File: src/rtl/gray_pkg.sv
// Shared types, default width and Gray/binary conversion helpers for the
// Gray-code source and any downstream checkers.
package gray_pkg;

  localparam int GRAY_W_DEFAULT = 4;
  localparam int GRAY_W_MAX     = 32;

  typedef enum logic {IDLE, EMIT} gsrc_state_t;

  // Operands are zero-extended to GRAY_W_MAX; the zero upper bits do not
  // disturb either conversion, so callers slice the low WIDTH bits.
  function automatic logic [GRAY_W_MAX-1:0] bin2gray(input logic [GRAY_W_MAX-1:0] b);
    return b ^ (b >> 1);
  endfunction

  function automatic logic [GRAY_W_MAX-1:0] gray2bin(input logic [GRAY_W_MAX-1:0] g);
    logic [GRAY_W_MAX-1:0] b;
    logic                  acc;
    b   = '0;
    acc = 1'b0;
    for (int unsigned i = 0; i < GRAY_W_MAX; i++) begin
      acc                 = acc ^ g[GRAY_W_MAX-1-i];
      b[GRAY_W_MAX-1-i]   = acc;
    end
    return b;
  endfunction

endpackage

File: src/rtl/gray_to_bin.sv
// Combinational Gray-to-binary converter: prefix XOR from the MSB down.
module gray_to_bin
  import gray_pkg::*;
#(
  parameter int unsigned WIDTH = GRAY_W_DEFAULT
) (
  input  logic [WIDTH-1:0] gray,
  output logic [WIDTH-1:0] bin
);

  logic acc;

  always_comb begin
    bin = '0;
    acc = 1'b0;
    for (int unsigned i = 0; i < WIDTH; i++) begin
      acc              = acc ^ gray[WIDTH-1-i];
      bin[WIDTH-1-i]   = acc;
    end
  end

endmodule

File: src/rtl/gray_code_source.sv
// Clocked Gray-code stimulus source: binary counter presented as Gray code
// over a valid/ready handshake, with up/down stepping, Gray load and wrap pulse.
module gray_code_source
  import gray_pkg::*;
#(
  parameter int unsigned WIDTH = GRAY_W_DEFAULT
) (
  input  logic             clk,
  input  logic             rst_n,
  input  logic             en,
  input  logic             up_dn,
  input  logic             load,
  input  logic [WIDTH-1:0] load_val,
  output logic [WIDTH-1:0] g_out,
  output logic             g_valid,
  input  logic             g_ready,
  output logic             wrap
);

  gsrc_state_t      state_q, state_d;
  logic [WIDTH-1:0] bin_q, bin_d;
  logic [WIDTH-1:0] load_bin;
  logic             wrap_d;
  logic             hs;

  gray_to_bin #(.WIDTH(WIDTH)) u_load_conv (
    .gray (load_val),
    .bin  (load_bin)
  );

  assign g_valid = (state_q == EMIT);
  assign hs      = g_valid && g_ready;

  // load pre-empts everything, including a same-cycle handshake
  always_comb begin
    state_d = state_q;
    bin_d   = bin_q;
    wrap_d  = 1'b0;
    if (load) begin
      bin_d   = load_bin;
      state_d = IDLE;
    end else begin
      unique case (state_q)
        IDLE: if (en) state_d = EMIT;
        EMIT: begin
          if (hs) begin
            bin_d   = up_dn ? bin_q + 1'b1 : bin_q - 1'b1;
            wrap_d  = up_dn ? (&bin_q) : ~(|bin_q);
            state_d = en ? EMIT : IDLE;
          end
        end
        default: state_d = IDLE;
      endcase
    end
  end

  always_ff @(posedge clk) begin
    if (!rst_n) begin
      state_q <= IDLE;
      bin_q   <= '0;
      g_out   <= '0;
      wrap    <= 1'b0;
    end else begin
      state_q <= state_d;
      bin_q   <= bin_d;
      g_out   <= bin_d ^ (bin_d >> 1);
      wrap    <= wrap_d;
    end
  end

endmodule

File: config.mk
export PLATFORM = sky130hd
export DESIGN_NAME = gray_code_source
export DESIGN_NICKNAME = d
export VERILOG_FILES = /design/src/rtl/gray_pkg.sv /design/src/rtl/gray_to_bin.sv /design/src/rtl/gray_code_source.sv
export SDC_FILE = /design/constraint.sdc
export NUM_CORES = 1
export LEC_CHECK = 0
export CAP_MARGIN = 15
export CORE_MARGIN = 5
export CORE_UTILIZATION = 30
export CTS_BUF_LIST = sky130_fd_sc_hd__clkbuf_4 sky130_fd_sc_hd__clkbuf_8
export DETAILED_ROUTE_END_ITERATION = 6
export HOLD_SLACK_MARGIN = 0.02
export REMOVE_ABC_BUFFERS = 1
export SLEW_MARGIN = 20
export SYNTH_ARGS = -nofsm -noshare
export SYNTH_HDL_FRONTEND = slang
export SYNTH_SLANG_ARGS = --single-unit
File: constraint.sdc
create_clock -name clk -period 2.3 [get_ports clk]
set_input_delay 0.46 -clock clk [delete_from_list [all_inputs] [get_ports clk]]
set_output_delay 0.46 -clock clk [all_outputs]
set_load 0.05 [all_outputs]
## After elaboration in Yosys (flattened, before gate mapping)

Cells that the tools add are included.

| operators by class | value |
|---|---|
| add/subtract/negate cells | 2 |
| muxes and demuxes | 8 |
| bitwise operators | 8 |
| reduce and logical (&&, ||, !) cells | 5 |

Operators with widths:

| kind | number |
|---|---|
| two-way mux 4 bit | 4 |
| OR reduction 4 bit | 2 |
| adder 4 x 1 -> 4 bit (second input constant) | 1 |
| inverter 1 bit | 4 |
| AND reduction 4 bit | 1 |
| subtractor 4 x 1 -> 4 bit (second input constant) | 1 |
| XOR 4 x 3 -> 4 bit | 1 |
| two-way mux 1 bit | 3 |
| XOR 1 bit | 3 |
| one-hot mux 1 bit (2 select lines) | 1 |
| OR reduction 2 bit | 1 |
| logical AND 1 bit | 1 |

| word-level totals | value |
|---|---|
| flip-flop bits (word level) | 10 |
| input bits | 10 |
| output and inout port bits | 6 |
| logic and storage cells | 27 |

## Logic depth before layout (Yosys ltp)

Gate-level depths: netlist of the first run.

| logic depth | value |
|---|---|
| word-level depth | 6 |
| mapped depth | 7 |

## Cells and area by module

Synthesis of the first run repeated with hierarchy kept, for this count alone.

| second synthesis, totals | value |
|---|---|
| cell total of the unflattened synthesis | 64 |
| area, all modules | 580.6 um2 |

Modules (own cells, without submodules):

| module | instances | cells an instance | area an instance (um2) | seq. area each (um2) |
|---|---|---|---|---|
| gray_code_source | 1 | 58 | 523.0 | 180.2 |
| gray_to_bin | 1 | 6 | 57.6 | 0.0 |

## Worst setup path after synthesis of the first run

OpenSTA, ideal clock, no wires.

| timing path | value |
|---|---|
| path kind | input port to flip-flop |
| start | input up_dn |
| end | register g_out[2] |
| setup time | 116 ps |
| arrival | 1,819 ps |
| required time | 2,184 ps |
| path slack | 365 ps |
| stages | 7 |
| buffers on the path | 0 |
| cell sequence | inv_1 > ha_1 > a21oi_1 > a2111oi_1 > nor4b_2 > a211oi_2 > a31o_1 |

| between the ends | value |
|---|---|
| cells in the longest elaborated chain, start to end | 5 |

Ends and longest elaborated chain:

| item | line | text |
|---|---|---|
| start: declaration | gray_code_source.sv:11 | `input logic up_dn,` |
| two-way mux 4 bit | gray_code_source.sv:47 | `bin_d = up_dn ? bin_q + 1'b1 : bin_q - 1'b1;` |
| two-way mux 4 bit | gray_code_source.sv:46 | `if (hs) begin` |
| two-way mux 4 bit | gray_code_source.sv:43 | `unique case (state_q)` |
| two-way mux 4 bit | gray_code_source.sv:39 | `if (load) begin` |
| XOR 4 x 3 -> 4 bit | gray_code_source.sv:66 | `g_out <= bin_d ^ (bin_d >> 1);` |
| end signal: assignment | gray_code_source.sv:66 |  |
| end: declaration | gray_code_source.sv:14 | `output logic [WIDTH-1:0] g_out,` |

Every way passes these cells.
A chain may end at the register's enable or synchronous reset.

## Final worst setup path of the first run

Same ends and word-level chain as after synthesis.

==> reports/metrics.csv, run 1 <==
stage;metric;value;unit
status;outcome;completed;
cells_and_area;Final #Nets;105;
power_and_ir_drop;Pint;327;uW
global_routing;initial antenna violation count;0;
cells_and_area;layout cells sized above 1;0.176;
critical_path;CP Class;input pin to flop;
timing;crit share post-route;0.955;
critical_path;CP startpoint kind;input pin;
clocking;Root Buffer;clkbuf_4;
synth;Synth Warn #;0;
timing;final setup violating endpoints;0;
power_and_ir_drop;Power Dens Cells;557;nW/um^2
drt;DRC Markers;0;
place;number of I/O port buffers;15;
synth;post-synthesis instance area;586;sq um
floorplan;Initial Utilization;0.308;
clocking;Max clock buf depth;2;
floorplan;Die Span X;54.2;microns
cells_and_area;n_diodes;0;
critical_path;Crit path arrival time;2340;ps
power_and_ir_drop;Max IR drop VDD;0.245;mV
power_and_ir_drop;Reg power frac;0.374;
timing;Max Slew Vio Count;0;
global_routing;vias in the first global route;521;
synth;flops & latches, synth;9;
timing;maximum clock rate;455;MHz
job;# Max-Cap Violations;0;
critical_path;Worst path top cell family by delay;buffers and inverters;
clocking;Reg clk slew, reported paths;60;ps
power_and_ir_drop;combinational power share;0.351;
worst_hold_path;HP Class;flop to flop;
timing;Worst-Margin Slew;504;ps
global_routing;largest net degree at the start of global routing;10;
timing;relative slew slack;0.663;
critical_path;worst stage delay on the critical path;430;ps
clocking;Sink Count;9;
cells_and_area;Syn-to-layout area delta;45.7;%
synth;cell taking the most area after synthesis;dfxtp_1;
synth;async set-or-reset flop fraction in the synthesized netlist;0;
synth;Synth cell types;28;
cells_and_area;Fillers;205;
power_and_ir_drop;clock network fraction of design power;0.275;
synth;synth cell count leaders;dfxtp_1 (9), inv_1 (7), a21oi_1 (6), xnor2_1 (6);
timing;Tmin final;2200;ps
floorplan;Die Ht;54.2;microns
global_routing;global-route wire length before repair;2180;microns
floorplan;Die Area;2940;sq um
power_and_ir_drop;Leakage;0.323;nW
clocking;TritonCTS clock tree;yes;
timing;final hold slack;565;ps
critical_path;crit-path max FO;2;
clocking;Hold-fix buffers, CTS;0;
critical_path;Slowest cell on crit path;clkdlybuf4s50_1;
floorplan;Placeable Area;1900;sq um
drt;total wire length;1270;microns
synth;Gate Count Post-Synth;67;
clocking;postcts setup bufs;0;
clocking;Worst-Skew Late Latency;250;ps
critical_path;Reg2Reg Setup Slack;460;ps
synth;most instantiated library cell after synthesis;dfxtp_1;
place;Post-DP HPWL;1080;microns
drt;Routed WL per cell;10.8;microns
clocking;H-tree levels;1;
synth;sequential-to-total area share from yosys stat;0.308;
synth;Yosys top cell area share;0.308;
power_and_ir_drop;Design Power;475;uW
place;Final Wtd Congestion;0.828;
critical_path;Crit. End Element;flop;
synth;Post-synth EDFFs;0;
critical_path;Buf+Inv Stages, Crit Path;2;
clocking;clock buffer count from CTS;3;
drt;1st-pass router iterations;4;
synth;syn avg cell area;8.74;sq um
floorplan;num rows;16;
floorplan;# IOs;16;
drt;via count;532;
drt;Routed Antenna Nets;0;
global_routing;total gr overflow;0;
drt;vias per cell;4.51;
critical_path;CP cell instances;clkdlybuf4s50_1 > buf_4 > fa_1 > xnor2_1 > mux2i_1 > mux2i_1 > and2_1 > a31o_1;
timing;skew final;3.86;ps
drt;1st-iter DRT viols;8;
synth;leading cell types by total area after synthesis;dfxtp_1 (31%), xnor2_1 (9.0%), a21oi_1 (5.1%);
critical_path;worst path required time;2450;ps
power_and_ir_drop;P_sw;148;uW
critical_path;cell mode on critical path;mux2i_1;
timing;final hold violation count;0;
synth;ys flop type;dfxtp_1;
global_routing;Global Route Usage Sum;0.102;
power_and_ir_drop;Net Sw Frac;0.312;
flip-flops by register name (all words and copies together) (netlist names):
register and cells:
g_out 4, bin_q 3, g_valid 1, wrap 1
metrics by stage:
step	std cells	util	setup slack [ps]	TNS [ps]	instance area, sq um
after floorplan	65	-	351	0	571
after global placement	114	0.424	-136	-318	807
after detailed placement	114	0.424	-221	-488	807
after CTS	118	0.440	40.9	0	837
after global routing	118	0.449	-2.42	-2.42	853
final	118	0.449	102	0	853
repair_timing:
item	in CTS	in global routing
resized for setup	0	2
hold endpoints to repair	0	0
setup endpoints to repair	0	2
final timing paths:
| kind | endpoint | startpoint | cells after the start |
|---|---|---|---|
| hold / removal | wrap | g_valid | 2 |
| setup / recovery | g_out[2] | up_dn | 8 |
| hold reg to reg | wrap | g_valid | 2 |
| setup reg to reg | g_out[2] | bin_q[1] | 7 |
layout by cell type, fill, tap and decap left out, types with 2 or more instances in the layout:
cell,count
inv_1,7
nand3_1,3
a21oi_1,5
dfxtp_1,9
nor3_1,2
nor2_1,5
xnor2_1,6
clkbuf_4,4
nand2_1,5
clkdlybuf4s50_1,15
a2111oi_1,2
buf_4,7
mux2i_1,3
tightest hold or removal path, cell delays in order (launching register included):
cell,delay [ps]
dfxtp_1,350
nand2_1,110
nor3_1,60
routing by layer:
| layer | vias up | global-route usage | wire (microns) |
|---|---|---|---|
| met5 | - | 0 | 0 |
| met4 | 0 | 0.0622 | 0 |
| met3 | 0 | 0.0166 | 46 |
| met2 | 11 | 0.149 | 642 |
| met1 | 236 | 0.137 | 584 |
| li1 | 285 | - | - |
cell type report:
type | count | area (sq um) | share of cell area
clock buffers | 4 | 30.0 | 0.0352
inverters | 7 | 26.3 | 0.0308
multi-input cells | 49 | 380 | 0.446
flip-flops and latches | 9 | 180 | 0.211
well taps | 27 | 33.8 | 0.0396
repair buffers | 22 | 203 | 0.238
power groups by stage:
stage / Clock, mW / Sequential, mW / Combinational [mW]
after detailed placement: 0 / 0.181 / 0.163
after global routing: 0.149 / 0.181 / 0.182
after floorplan: 0 / 0.208 / 0.0706
after CTS: 0.135 / 0.178 / 0.164
final: 0.131 / 0.178 / 0.167
after global placement: 0 / 0.182 / 0.161
cell families after synthesis:
group | share of synthesized area
buffers and inverters | 0.0705
DFF | 0.308
AOI/OAI and AO/OA | 0.158
and+or+nand+nor | 0.231
muxes | 0.0513
adders and majority gates | 0.0769
xor gates and xnor gates | 0.105
Note: power is estimated with default switching activity, not from simulation.
==> inputs of run 2 (changes only) <==
--- a/config.mk
+++ b/config.mk
@@ -9,10 +9,12 @@
 export CORE_MARGIN = 5
 export CORE_UTILIZATION = 30
 export CTS_BUF_LIST = sky130_fd_sc_hd__clkbuf_4 sky130_fd_sc_hd__clkbuf_8
+export CTS_CLUSTER_DIAMETER = 200
 export DETAILED_ROUTE_END_ITERATION = 6
 export HOLD_SLACK_MARGIN = 0.02
 export REMOVE_ABC_BUFFERS = 1
 export SLEW_MARGIN = 20
 export SYNTH_ARGS = -nofsm -noshare
 export SYNTH_HDL_FRONTEND = slang
+export SYNTH_HIERARCHICAL = 1
 export SYNTH_SLANG_ARGS = --single-unit
==> run 2 against run 1 <==
Critical path depth is the same. Clock-buffer cell count is the same. Register-to-register slack got worse by 120 ps. Clock power is essentially flat. Global-route usage decreased by 1.2 points. Routed wire length decreased by 8.0%. Final area is 4.4% lower.
==> reports/metrics.csv, run 2 <==
stage;metric;value;unit
status;outcome;completed;
cells_and_area;n_diodes;0;
power_and_ir_drop;combinational power share;0.366;
synth;Post-synth EDFFs;0;
timing;skew final;0.975;ps
global_routing;initial antenna violation count;0;
worst_hold_path;HP Class;flop to flop;
synth;Synth Warn #;6;
global_routing;global-route wire length before repair;1850;microns
timing;RSZ-0062 raised after global routing;no;
power_and_ir_drop;Pint;337;uW
power_and_ir_drop;P_sw;154;uW
power_and_ir_drop;clock network fraction of design power;0.261;
global_routing;largest net degree at the start of global routing;9;
place;pre-CTS WS;-157;ps
floorplan;num rows;16;
cells_and_area;Syn-to-layout area delta;40.5;%
synth;cell taking the most area after synthesis;dfxtp_1;
clocking;TritonCTS clock tree;yes;
power_and_ir_drop;Reg power frac;0.373;
power_and_ir_drop;Power Dens Cells;602;nW/um^2
synth;async set-or-reset flop fraction in the synthesized netlist;0;
critical_path;worst stage delay on the critical path;410;ps
power_and_ir_drop;Net Sw Frac;0.314;
critical_path;worst reg2reg path depth;8;
place;Final Wtd Congestion;0.837;
drt;Routed WL per cell;10.5;microns
synth;Yosys top cell area share;0.310;
cells_and_area;most frequent cells in the layout;clkdlybuf4s50_1 (14), dfxtp_1 (9), xnor2_1 (6), buf_4 (6), inv_1 (5);
synth;sequential-to-total area share from yosys stat;0.310;
critical_path;CP startpoint kind;flop;
global_routing;vias in the first global route;465;
cells_and_area;max reg flops;4;
cells_and_area;layout cells sized above 1;0.165;
synth;most instantiated library cell after synthesis;dfxtp_1;
timing;maximum clock rate;509;MHz
timing;setup slack after layout;335;ps
clocking;Worst-Skew Late Latency;250;ps
critical_path;Crit. End Element;flop;
critical_path;CP cell instances;inv_1 > fa_1 > xnor2_1 > mux2_1 > mux2i_1 > buf_4 > and2_1 > mux2_4;
worst_hold_path;hold wc startpoint;g_valid;
timing;crit share post-route;0.854;
clocking;clock buffer count from CTS;3;
critical_path;worst path required time;2450;ps
global_routing;Global Route Usage Sum;0.0902;
synth;Gate Count Post-Synth;64;
synth;ys flop type;dfxtp_1;
cells_and_area;Post-Route Utilization;0.429;
timing;Tmin final;1960;ps
place;Placed Instance Area;783;sq um
timing;final hold violation count;0;
critical_path;Crit path arrival time;2110;ps
synth;Synth cell types;31;
timing;relative slew slack;0.667;
floorplan;Initial Utilization;0.305;
synth;syn avg cell area;9.07;sq um
cells_and_area;Largest regs;g_out: 4 flops, bin_q: 3 flops;
drt;DRC Markers;0;
drt;vias per cell;4.33;
global_routing;total gr overflow;0;
critical_path;Critical R2R Capture;g_out[2];
job;# Max-Cap Violations;0;
critical_path;crit-path max FO;4;
drt;1st-iter DRT viols;5;
worst_hold_path;hold endpoint;g_valid;
floorplan;# IOs;16;
clocking;H-tree levels;1;
synth;leading cell types by total area after synthesis;dfxtp_1 (31%), xnor2_1 (9.1%), and2_1 (4.3%);
drt;1st-pass router iterations;4;
floorplan;Die Span X;54.0;microns
synth;post-synthesis instance area;581;sq um
place;number of I/O port buffers;15;
worst_hold_path;worst hold stages;2;
timing;Worst-Margin Slew;498;ps
cells_and_area;final non-filler cell area;816;sq um
critical_path;Reg-to-Reg Start;bin_q[0];
critical_path;Slowest cell on crit path;dfxtp_1;
clocking;Root Buffer;clkbuf_4;
floorplan;Die Area;2910;sq um
place;Post-DP HPWL;958;microns
clocking;Max clock buf depth;2;
cells_and_area;Final #Nets;99;
floorplan;Die Ht;54.0;microns
timing;setup TNS;0;ps
timing;final setup violating endpoints;0;
drt;Routed Antenna Nets;0;
critical_path;CP Class;flop to flop;
synth;flops & latches, synth;9;
clocking;Sink Count;9;
drt;via count;485;
timing;Max Slew Vio Count;0;
drt;total wire length;1170;microns
synth;synth cell count leaders;dfxtp_1 (9), xnor2_1 (6), inv_1 (5), and2_1 (4);
clocking;Reg clk slew, reported paths;60;ps
cells_and_area;largest register by flop count;g_out;
clocking;postcts setup bufs;0;
power_and_ir_drop;Max IR drop VDD;0.357;mV
critical_path;Reg2Reg Setup Slack;340;ps
power_and_ir_drop;Leakage;0.338;nW
floorplan;Placeable Area;1900;sq um
cells_and_area;commonest non-fill, non-tap cell in the layout;clkdlybuf4s50_1;
## run 2: cell types whose count changed after synthesis, moves of 3 or more
cell and delta:
nand2_1 -4, a21oi_1 -3, and2_1 +3, nor2b_1 +3
## run 2: layout make-up
cell class	count	area (sq um)
tap	27	33.8
multi-input combinational	46	355
clock buffer	4	30.0
fill	194	1090
sequential	9	180
timing repair buffer	21	198
inverter	5	18.8
## run 2: cells by family (layout without fill, tap and decap cells)
| kind of cell | count (synthesis) | in the layout | synth area share |
|---|---|---|---|
| adders and majority gates | 3 | 3 | 0.0776 |
| xor gates and xnor gates | 8 | 8 | 0.134 |
| muxes | 4 | 4 | 0.0797 |
| AOI/OAI and AO/OA | 9 | 9 | 0.0991 |
| and+or+nand+nor | 22 | 22 | 0.222 |
| DFF | 9 | 9 | 0.310 |
| buffers and inverters | 9 | 30 | 0.0776 |
## run 2: routing by layer
| layer | vias up | global-route usage | routed length, microns |
|---|---|---|---|
| met5 | - | 0 | 0 |
| met4 | 0 | 0.0249 | 0 |
| met3 | 0 | 0.0360 | 87 |
| met2 | 17 | 0.161 | 545 |
| met1 | 211 | 0.0975 | 540 |
| li1 | 257 | - | - |
## run 2: worst max path at each step
stage             start       end  cells past startpoint
2_1_floorplan   g_valid  g_out[2]                      5
3_3_place_gp      up_dn  g_out[1]                      9
3_5_place_dp      up_dn  g_out[1]                      9
4_1_cts           up_dn  g_out[1]                      9
5_1_grt        bin_q[0]  g_out[1]                      8
6_report       bin_q[0]  g_out[2]                      8
## run 2: power by group through the flow
stage | registers [mW] | clock network (mW) | logic [mW]
6_report | 0.183 | 0.128 | 0.179
2_1_floorplan | 0.223 | 0 | 0.0771
4_1_cts | 0.183 | 0.136 | 0.182
3_3_place_gp | 0.187 | 0 | 0.179
3_5_place_dp | 0.187 | 0 | 0.181
5_1_grt | 0.185 | 0.142 | 0.194
## run 2: what timing repair did
action,4_1_cts,5_1_grt
setup endpoints to repair,0,1
gates resized for setup,0,1
hold buffers,0,0
## run 2: per-stage QoR
step           std cells  hold slack (ps)  total power, mW
2_1_floorplan         60              540            0.300
3_3_place_gp         108              569            0.366
3_5_place_dp         108              570            0.368
4_1_cts              112              581            0.501
5_1_grt              112              616            0.521
6_report             112              580            0.491
## run 2: critical path: cells and delay by family, from the launching register on
family / cells / cell delay [ps]
XOR/XNOR: 1 / 160
adder cells (fa/ha/maj): 1 / 410
AND/OR/NAND/NOR: 1 / 140
flip-flops: 1 / 410
buffers and inverters: 2 / 250
multiplexers: 3 / 480
==> edit, RTL diff (flow settings as in run 1) <==
Change the package constant `GRAY_W_DEFAULT` from 4 to 6.
--- a/src/rtl/gray_pkg.sv
+++ b/src/rtl/gray_pkg.sv
@@ -2,7 +2,7 @@
 // Gray-code source and any downstream checkers.
 package gray_pkg;
 
-  localparam int GRAY_W_DEFAULT = 4;
+  localparam int GRAY_W_DEFAULT = 6;
   localparam int GRAY_W_MAX     = 32;
 
   typedef enum logic {IDLE, EMIT} gsrc_state_t;
Interface: changed (resized g_out and load_val); port bits go from 16 to 20. The function was not compared with the original's and may differ.
==> edit against run 1 <==
- sequential power up 49%
- total power up 49%
- design area up 36%
- wire length up 47%
- area after synthesis up 44%
- worst setup slack better by 120 ps
- sequential cell count up 4
- critical endpoint unchanged
- largest power group is now combinational cells
==> edit: results (changes against run 1) <==
Global route:
- The overall fraction of global-route tracks in use was 10.1% (-0.12 points).
- The met2 track demand over resource is 14.7% (-0.20 points).
- The via count of the first global-routing pass is 765 (+47%).
- The met3 capacity usage during global routing is 3.37% (+1.7 points).
- The maximum number of pins on one net before global-route repair was 9 (-1).

Timing:
- The final hold slack is 529 ps (-35.4 ps).
- The worst clock skew is 1.61 ps (-2.25 ps).

Finish:
- The proportion of layout cells with a drive suffix above 1 was 15.4% (-2.2 points).
- The final net count is 148 (+41%).

Drt:
- The met1 routed wirelength after detailed routing is 959 um (+64%).
- The highest metal layer carrying signal wires in the routed design is met4.
- The detailed-route wire length per cell is 11.6 um (+7.6%).
- The via count is 763 (+43%).
- The met3 wire length is 132 um (+190%).

Status:
- The flow ran to the end, and the final reports show no timing, DRC or antenna violations.

Clocking:
- The clock-pin slew on the worst setup and hold paths is 80 ps (+20 ps).

Synthesis:
- The number of different library cells in the post-synthesis netlist was 30 (+7.1%).
- The commonest cells after synthesis are sky130_fd_sc_hd__nor2_1 (16), sky130_fd_sc_hd__dfxtp_1 (13), sky130_fd_sc_hd__a21oi_1 (9), sky130_fd_sc_hd__xnor2_1 (7).

Critical path:
- The worst endpoint data arrival time is 2240 ps (-100 ps).
- The startpoint identified for the worst register-to-register timing path is bin_q[0]$_SDFF_PN0_.
- The largest driver fanout on the critical path is 3 (+1).
- The slack of the worst reg-to-reg path was 360 ps (-100 ps).

Place:
- The detailed placement HPWL is 1540 um (+43%).
- The total placed instance area is 0.00113 mm2 (+40%).
- The weighted congestion at the end of routability-driven global placement is 0.769 (-7.2%).

Power and ir drop:
- The maximum vdd ir drop is 0.000479 V (+95%).

Min path:
- The path with the worst hold slack has its endpoint at g_valid$_SDFF_PP0_.
## edit: cell types whose count changed in the layout (fill, tap and decap cells not counted), sizes merged, moves of 3 or more
cell,delta
a21oi,+3
buf,+3
clkdlybuf4s50,+3
dfxtp,+4
nor2,+11
xnor2,+3
xor2,+4
## edit: report_power, final
part / switching [uW] / total, uW / internal, uW
sequential: 17.2 / 266 / 249
clock: 73.7 / 153 / 78.9
combinational: 155 / 288 / 132
total: 246 / 707 / 460
## edit: kinds of logic after synthesis
kind of cell / after synthesis / synth area share [%]
AO/OA/AOI/OAI: 15 / 10.8
multiplexers: 4 / 5.33
flip-flops: 13 / 30.8
AND/OR/NAND/NOR: 40 / 23.5
XOR/XNOR: 14 / 16.3
adder cells (fa/ha/maj): 5 / 8.28
buffers and inverters: 9 / 5.03
## edit: critical path: stages
cell                            delay, ps
sky130_fd_sc_hd__dlygate4sd2_1        260
sky130_fd_sc_hd__buf_4                150
sky130_fd_sc_hd__fa_1                 440
sky130_fd_sc_hd__buf_4                150
sky130_fd_sc_hd__xor2_1               140
sky130_fd_sc_hd__nor2_1                60
sky130_fd_sc_hd__a21oi_1              220
sky130_fd_sc_hd__mux2i_1              150
sky130_fd_sc_hd__xor2_1               150
sky130_fd_sc_hd__nor2_1                50
## edit: metrics by stage
step	utilization, %	std cells	total power, uW
final	42.4	161	707
after global placement	41.3	157	557
after floorplan	-	97	456
after global routing	42.4	161	761
after detailed placement	41.3	157	559
after CTS	42.4	161	714
## edit: area by class of cell
cell class	instances	area, um2
fill	279	1580
multi-input combinational	78	543
timing repair buffer	29	264
sequential	13	260
tap	31	38.8
clock buffer	4	30.0
inverter	6	22.5
## edit: what timing repair did
item                                    in CTS  in global routing
resized for setup                            2                  0
buffers inserted                             0                  0
endpoints found under the setup margin       1                  0
